$ cat config.mk
export PLATFORM = sky130hd
export DESIGN_NAME = fetch_pc_unit
export DESIGN_NICKNAME = d
export VERILOG_FILES = /design/src/rtl/mips_pkg.sv /design/src/rtl/npc_target_calc.sv /design/src/rtl/fetch_pc_unit.sv
export SDC_FILE = /design/constraint.sdc
export NUM_CORES = 1
export LEC_CHECK = 0
export CAP_MARGIN = 30
export CORE_ASPECT_RATIO = 1.75
export CORE_MARGIN = 2
export CORE_UTILIZATION = 40
export CTS_BUF_LIST = sky130_fd_sc_hd__clkbuf_4
export CTS_CLUSTER_DIAMETER = 40
export DETAILED_ROUTE_END_ITERATION = 16
export PLACE_DENSITY = 0.74
export SYNTH_ARGS = -nofsm -noshare
export SYNTH_HDL_FRONTEND = slang
export SYNTH_SLANG_ARGS = --single-unit
export TNS_END_PERCENT = 30
$ cat constraint.sdc
create_clock -name clk -period 5 [get_ports clk]
set_input_delay 0.5 -clock clk [delete_from_list [all_inputs] [get_ports clk]]
set_output_delay 0.5 -clock clk [all_outputs]
set_load 0.01 [all_outputs]
$ cat src/rtl/mips_pkg.sv
// Shared MIPS front-end definitions: reset PC, control-flow kinds and the opcode/funct
// encodings that the decoder maps onto those kinds.
package mips_pkg;

  localparam logic [31:0] RESET_PC = 32'h0000_3000;

  typedef enum logic [1:0] {
    CtrlNone   = 2'd0,
    CtrlBranch = 2'd1,
    CtrlJump   = 2'd2,
    CtrlJreg   = 2'd3
  } ctrl_kind_e;

  localparam logic [5:0] OP_SPECIAL = 6'b000000;
  localparam logic [5:0] OP_BEQ     = 6'b000100;
  localparam logic [5:0] OP_J       = 6'b000010;
  localparam logic [5:0] OP_JAL     = 6'b000011;
  localparam logic [5:0] FUNCT_JR   = 6'b001000;

endpackage

$ cat src/rtl/npc_target_calc.sv
// Combinational redirect-target calculator for branch, jump and jump-register.
module npc_target_calc
  import mips_pkg::*;
(
  input  ctrl_kind_e  kind_i,
  input  logic [31:0] pc4_i,
  input  logic [15:0] imm16_i,
  input  logic [25:0] index26_i,
  input  logic [31:0] rs_i,
  output logic [31:0] target_o
);

  logic [31:0] branch_off;

  // Word offset, sign-extended then scaled to bytes; the add wraps modulo 2^32.
  assign branch_off = {{14{imm16_i[15]}}, imm16_i, 2'b00};

  always_comb begin
    target_o = pc4_i;
    unique case (kind_i)
      CtrlBranch: target_o = pc4_i + branch_off;
      CtrlJump:   target_o = {pc4_i[31:28], index26_i, 2'b00};
      CtrlJreg:   target_o = rs_i;
      default:    target_o = pc4_i;
    endcase
  end

endmodule

$ cat src/rtl/fetch_pc_unit.sv
// IF-stage program counter with stall hold and a one-entry pending-redirect buffer.
// Optional FETCH_ALIGN_CHK_EN adds a sticky align_err_o for misaligned redirect targets.
module fetch_pc_unit #(
  parameter logic [31:0] RESET_PC = mips_pkg::RESET_PC,
  parameter int unsigned PC_STEP  = 4
) (
  input  logic        clk,
  input  logic        reset,
  input  logic        stall_i,
  input  logic        id_valid_i,
  input  logic [1:0]  id_kind_i,
  input  logic        id_taken_i,
  input  logic [31:0] id_pc4_i,
  input  logic [15:0] id_imm16_i,
  input  logic [25:0] id_index26_i,
  input  logic [31:0] id_rs_i,
  output logic [31:0] pc_o,
  output logic [31:0] pc4_o,
  output logic        redirect_o,
`ifdef FETCH_ALIGN_CHK_EN
  output logic        align_err_o,
`endif
  output logic        pending_o
);

  import mips_pkg::*;

  typedef enum logic [0:0] {StRun, StPend} state_e;

  ctrl_kind_e  kind;
  state_e      state_q, state_d;
  logic [31:0] pc_q, pc_d, pend_q, pend_d, target;
  logic        redirect_q, redirect_d, req;

  assign kind = ctrl_kind_e'(id_kind_i);

  npc_target_calc u_npc_target_calc (
    .kind_i    (kind),
    .pc4_i     (id_pc4_i),
    .imm16_i   (id_imm16_i),
    .index26_i (id_index26_i),
    .rs_i      (id_rs_i),
    .target_o  (target)
  );

  assign req = id_valid_i &
               ((kind == CtrlJump) | (kind == CtrlJreg) | ((kind == CtrlBranch) & id_taken_i));

  always_comb begin
    pc_d       = pc_q;
    pend_d     = pend_q;
    state_d    = state_q;
    redirect_d = 1'b0;
    if (stall_i) begin
      // Newest decision overwrites any older buffered target.
      if (req) begin
        pend_d  = target;
        state_d = StPend;
      end
    end else if (req) begin
      pc_d       = target;
      redirect_d = 1'b1;
      state_d    = StRun;
    end else if (state_q == StPend) begin
      pc_d       = pend_q;
      redirect_d = 1'b1;
      state_d    = StRun;
    end else begin
      pc_d = pc_q + 32'(PC_STEP);
    end
  end

  always_ff @(posedge clk) begin
    if (reset) begin
      pc_q       <= RESET_PC;
      pend_q     <= '0;
      state_q    <= StRun;
      redirect_q <= 1'b0;
    end else begin
      pc_q       <= pc_d;
      pend_q     <= pend_d;
      state_q    <= state_d;
      redirect_q <= redirect_d;
    end
  end

`ifdef FETCH_ALIGN_CHK_EN
  logic align_err_q;

  always_ff @(posedge clk) begin
    if (reset) begin
      align_err_q <= 1'b0;
    end else if (redirect_d && (pc_d[1:0] != 2'b00)) begin
      align_err_q <= 1'b1;
    end
  end

  assign align_err_o = align_err_q;
`endif

  assign pc_o       = pc_q;
  assign pc4_o      = pc_q + 32'(PC_STEP);
  assign redirect_o = redirect_q;
  assign pending_o  = (state_q == StPend);

endmodule

== Yosys cells after proc, flatten, opt, wreduce, memory -nomap -nowiden ==
Index checks and enable logic that the tools add are counted.

* Bits in registers: 66
* Input bits: 113
* Output and inout port bits: 66
* Word-level logic and storage cells: 22

* Add/subtract/negate cells: 2
* Eq/ne operators: 3
* Multiplexer cells: 5
* Bitwise logic cells: 5
* Reduce and logical (&&, ||, !) cells: 3

{| class="wikitable"
|+ Operators by type and width
! operator !! count
|-
| 32-bit case mux with 3 select lines || 1
|-
| 32-bit 2-to-1 mux || 2
|-
| 32-bit by 3-bit adder with 32-bit output (second input constant) || 1
|-
| 32-bit adder || 1
|-
| 2-bit == test (second input constant) || 2
|-
| 2-bit OR reduction || 2
|-
| 1-bit AND || 2
|-
| 2-bit by 1-bit == test with 1-bit output (second input constant) || 1
|-
| 1-bit 2-to-1 mux || 2
|-
| 1-bit OR || 2
|-
| 2-bit AND reduction || 1
|-
| 1-bit NOT || 1
|}

== Longest topological paths before layout ==
* Depth after elaboration: 5
* Mapped depth: 12
* Depth with buffers taken out: 12

== Cells and area by module ==
From an unflattened synthesis, not the netlist that was laid out.

* Cells, all modules: 741
* Area total of the unflattened synthesis: 5,923.2 µm²

{| class="wikitable"
|+ Modules (own cells, without submodules)
! module !! times used !! cells each !! area each (µm²)
|-
| fetch_pc_unit || 1 || 476 || 3,651.0
|-
| npc_target_calc || 1 || 265 || 2,272.2
|}

== Worst setup path before layout ==
Ideal clock, no wire load.

* Path kind: input -> register
* Start point: in id_pc4_i[2]
* End point: reg pc_q[28], in the netlist pc_o[28]
* Arrival: 2.563 ns
* Setup slack: 2.304 ns
* Cell stages on the path: 12
* Buffers on the path: 0
* Cell sequence: ha_1 -> inv_1 -> fa_1 -> nand2b_1 -> a21oi_1 -> o2111ai_1 -> a31oi_1 -> nor2_1 -> o41ai_2 -> xor2_1 -> o21ai_1 -> o221ai_2

* Word-level cells in the longest chain between the ends: 3

{| class="wikitable"
|+ RTL lines
! item !! line !! RTL
|-
| start: declaration || fetch_pc_unit.sv:13 || <nowiki>input logic [31:0] id_pc4_i,</nowiki>
|-
| 32-bit adder || npc_target_calc.sv:21 || <nowiki>CtrlBranch: target_o = pc4_i + branch_off;</nowiki>
|-
| 32-bit case mux with 3 select lines || npc_target_calc.sv:20 || <nowiki>unique case (kind_i)</nowiki>
|-
| 32-bit 2-to-1 mux || fetch_pc_unit.sv:60 || <nowiki>end else if (req) begin</nowiki>
|-
| end signal: assignment || fetch_pc_unit.sv:80 || <nowiki>pc_q <= pc_d;</nowiki>
|-
| end: declaration || fetch_pc_unit.sv:32 || <nowiki>logic [31:0] pc_q, pc_d, pend_q, pend_d, target;</nowiki>
|}

Every way passes these cells.
A chain may end at the register's enable or synchronous reset.

== Worst setup path after layout ==
* Start point: reg pc_q[8], in the netlist pc_o[8]
* End point: out pc4_o[22]

* Word-level cells in the longest chain between the ends: 1

{| class="wikitable"
|+ RTL lines
! item !! line !! RTL
|-
| 32-bit by 3-bit adder with 32-bit output || fetch_pc_unit.sv:102 || <nowiki>assign pc4_o = pc_q + 32'(PC_STEP);</nowiki>
|-
| end: declaration || fetch_pc_unit.sv:18 || <nowiki>output logic [31:0] pc4_o,</nowiki>
|}

Every way passes these cells.

==> impl_metrics.toml <==
[run_status]
status = "complete, no violations"

[min_path]
whs_endpoint = "pend_q[20]"
hold_path_class = "reg2reg"
whs_path_depth = 2
hp-start = "pend_q[20]"

[synth]
yosysWarnings = 0
synth-main-ff-cell = "dfxtp_1"
netlist_area_um2 = 5760
yosysMostFrequentCell = "nand2_1"
synth_top_family_by_area = "compound AO/OA/AOI/OAI gates"
synth-adder-area-share = 0.0686
syn-num-nets = 884
synth_top_area_frac = 0.229
synth_area_leaders = "dfxtp_1 (23%), mux2i_1 (7.5%), ha_1 (6.5%)"
avgSynthCellArea_um2 = 7.79
ys_top_cells_by_count = "nand2_1 (79), nor2_1 (73), dfxtp_1 (66)"
netlist_instances = 740
synth-seq-cells = 66
yosysSeqAreaShare = 0.229
synthSimpleGateAreaFrac = 0.205
synthXorXnorAreaFrac = 0.0775
synth_compound_area_frac = 0.276
synth.area.mux_share = 0.0981
async_flop_share = 0
synth-edff-count = 0
ys_types = 79
yosysTopAreaCell = "dfxtp_1"

[layout]
areaGrowthSynthToFinish_pct = 34.9
layout.nets = 1033
fillers = 1407
final_cell_count_no_fill = 1075
drive_gt1_frac = 0.0738

[floorplan]
core_um2 = 14200
num_io_pins = 179
fp.dieH_um = 163
die_x_um = 94.7
rows = 58
die_area_um2 = 15400
start_util = 0.405

[timing]
whs_ns = 0.460
slew_headroom = 0.333
finalCriticalPeriod_ns = 3.52
maxSlewViolCount = 0
rsz0062_at_grt = "no"
min_period_over_period = 0.703
setup_tns_ns = 0
setup_viol = 0
fmax_ghz = 0.284
setup_ws_ns = 1.48
skew_ns = 0.00916
hold_viol = 0
tightest_slew_ns = 0.993

[global_routing]
grt_max_degree = 56
grt_pass1_vias = 6017
grt_first_pass_wirelength_mm = 30.4
antenna_found_initial = 1
overflow = 0
grt_usage = 0.249

[worst_setup_path]
path_class = "reg2out"
max_stage_delay_ns = 0.60
endpoint_kind = "primary output"
critPathLaunchType = "flop"
r2r_slack_ns = 2.43
reg2regPathDepth = 9
path_buf_inv = 1
rr_startpoint = "pc_o[8]"
r2r_end = "pc_o[20]"
path_max_fanout = 8
cpMaxStageDelayCell = "clkdlybuf4s50_1"
crit_arrival_ns = 3.02
required_ns = 4.50
path_delay_family = "simple AND/OR/NAND/NOR gates"
crit_chain = "and4_1, and4_4, and3_1, nand4_1, xnor2_1, clkdlybuf4s50_1"

[flow_run]
timing.max_cap.violations = 0

[placement]
pre_cts_slack_ns = 1.24
gp_congestion = 0.971
post-place-cells = 1057
detailed_place_hpwl_mm = 15.5
port_buffers = 178

[routing]
vias = 6237
drc = 0
viasPerCell = 5.80
ant_nets = 0
drt_iter0_drc = 465
drt_first_pass_iters = 5
wl_mm = 19.5
wl_per_cell_um = 18.1

[power_and_ir_drop]
power_uw = 1600
ir_worst_vdd_mv = 0.0963
power.leakage_uw = 0.00296
p_per_area_nw_per_um2 = 206

[clocking]
cts_hold_buffers = 0
cts.sinks = 66
post_cts_buffers = 0
ctsResizeCount = 0
clockBufferDepth = 2
clk_pin_slew_worst_paths_ns = 0.11
cts_tree = "built"
h-tree-depth = 3
cts_inserted_buffers = 9
clk_latency_ns = 0.43
root_buffer = "clkbuf_4"
-- tightest hold or removal path: stages (launching register included) --
cell,delay [ns]
dfxtp_1,0.33
nand2_1,0.05
a21oi_1,0.05
-- power by group --
group,switching [µW],internal [µW]
clock network,198,154
logic,332,320
registers,38.8,560
total,569,1030
-- how the worst max path moves through the flow --
stage | from | depth (start not counted) | slack (ns) | to
after CTS | pc_o[8] | 6 | 1.46 | pc4_o[22]
after floorplan | id_pc4_i[2] | 12 | 2.30 | pc_o[28]
after detailed placement | id_imm16_i[15] | 11 | 1.24 | pc_o[28]
final | pc_o[8] | 6 | 1.48 | pc4_o[22]
after global routing | pc_o[2] | 6 | 1.36 | pc4_o[22]
after global placement | id_imm16_i[15] | 11 | 1.29 | pend_q[24]
-- kinds of logic after synthesis --
family / count (synthesis)
adder cells (fa/ha/maj): 31
flip-flops: 66
AO/OA/AOI/OAI: 224
multiplexers: 53
XOR/XNOR: 51
AND/OR/NAND/NOR: 249
buffers and inverters: 66
-- sequential cells by signal (all words and copies together) (netlist names) --
name / flops
pc_o: 32
pend_q: 32
pending_o: 1
redirect_o: 1
-- layer usage --
| layer | up-vias | track usage | part of all wire |
|---|---|---|---|
| met5 | - | 0 | 0 |
| li1 | 3038 | - | - |
| met1 | 2899 | 0.285 | 0.38 |
| met3 | 58 | 0.0250 | 0.048 |
| met4 | 0 | 0.109 | 0.037 |
| met2 | 242 | 0.455 | 0.54 |
-- through the flow --
stage | area, µm² | util
detailed placement | 7620 | 0.536
CTS | 7750 | 0.545
global placement | 7620 | 0.536
finish | 7780 | 0.547
floorplan | 5760 | -
global route | 7780 | 0.547
-- cell usage in the layout, fill, tap and decap left out, drive strengths merged, types with 13 or more instances in the layout --
master	synthesis	routed
clkdlybuf4s50	0	176
nand2	79	79
nor2	74	74
dfxtp	66	66
a21oi	61	61
mux2i	43	43
o21ai	34	34
nand3	33	33
xnor2	32	32
ha	30	30
o211ai	23	23
xor2	19	19
inv	17	17
a211oi	16	16
a21o	15	15
nor3	13	13
-- final cells by class --
cell class	count	area (µm²)	share of cell area
Antenna cell	1	2.50	0.000322
Timing Repair Buffer	187	1850	0.238
Tap cell	180	225	0.0290
Clock buffer	10	75.1	0.00965
Multi-Input combinational cell	608	4180	0.537
Inverter	17	63.8	0.00821
Sequential cell	66	1320	0.170
Clock inverter	6	57.6	0.00740
No activity file was read; power rests on OpenSTA's default activity.
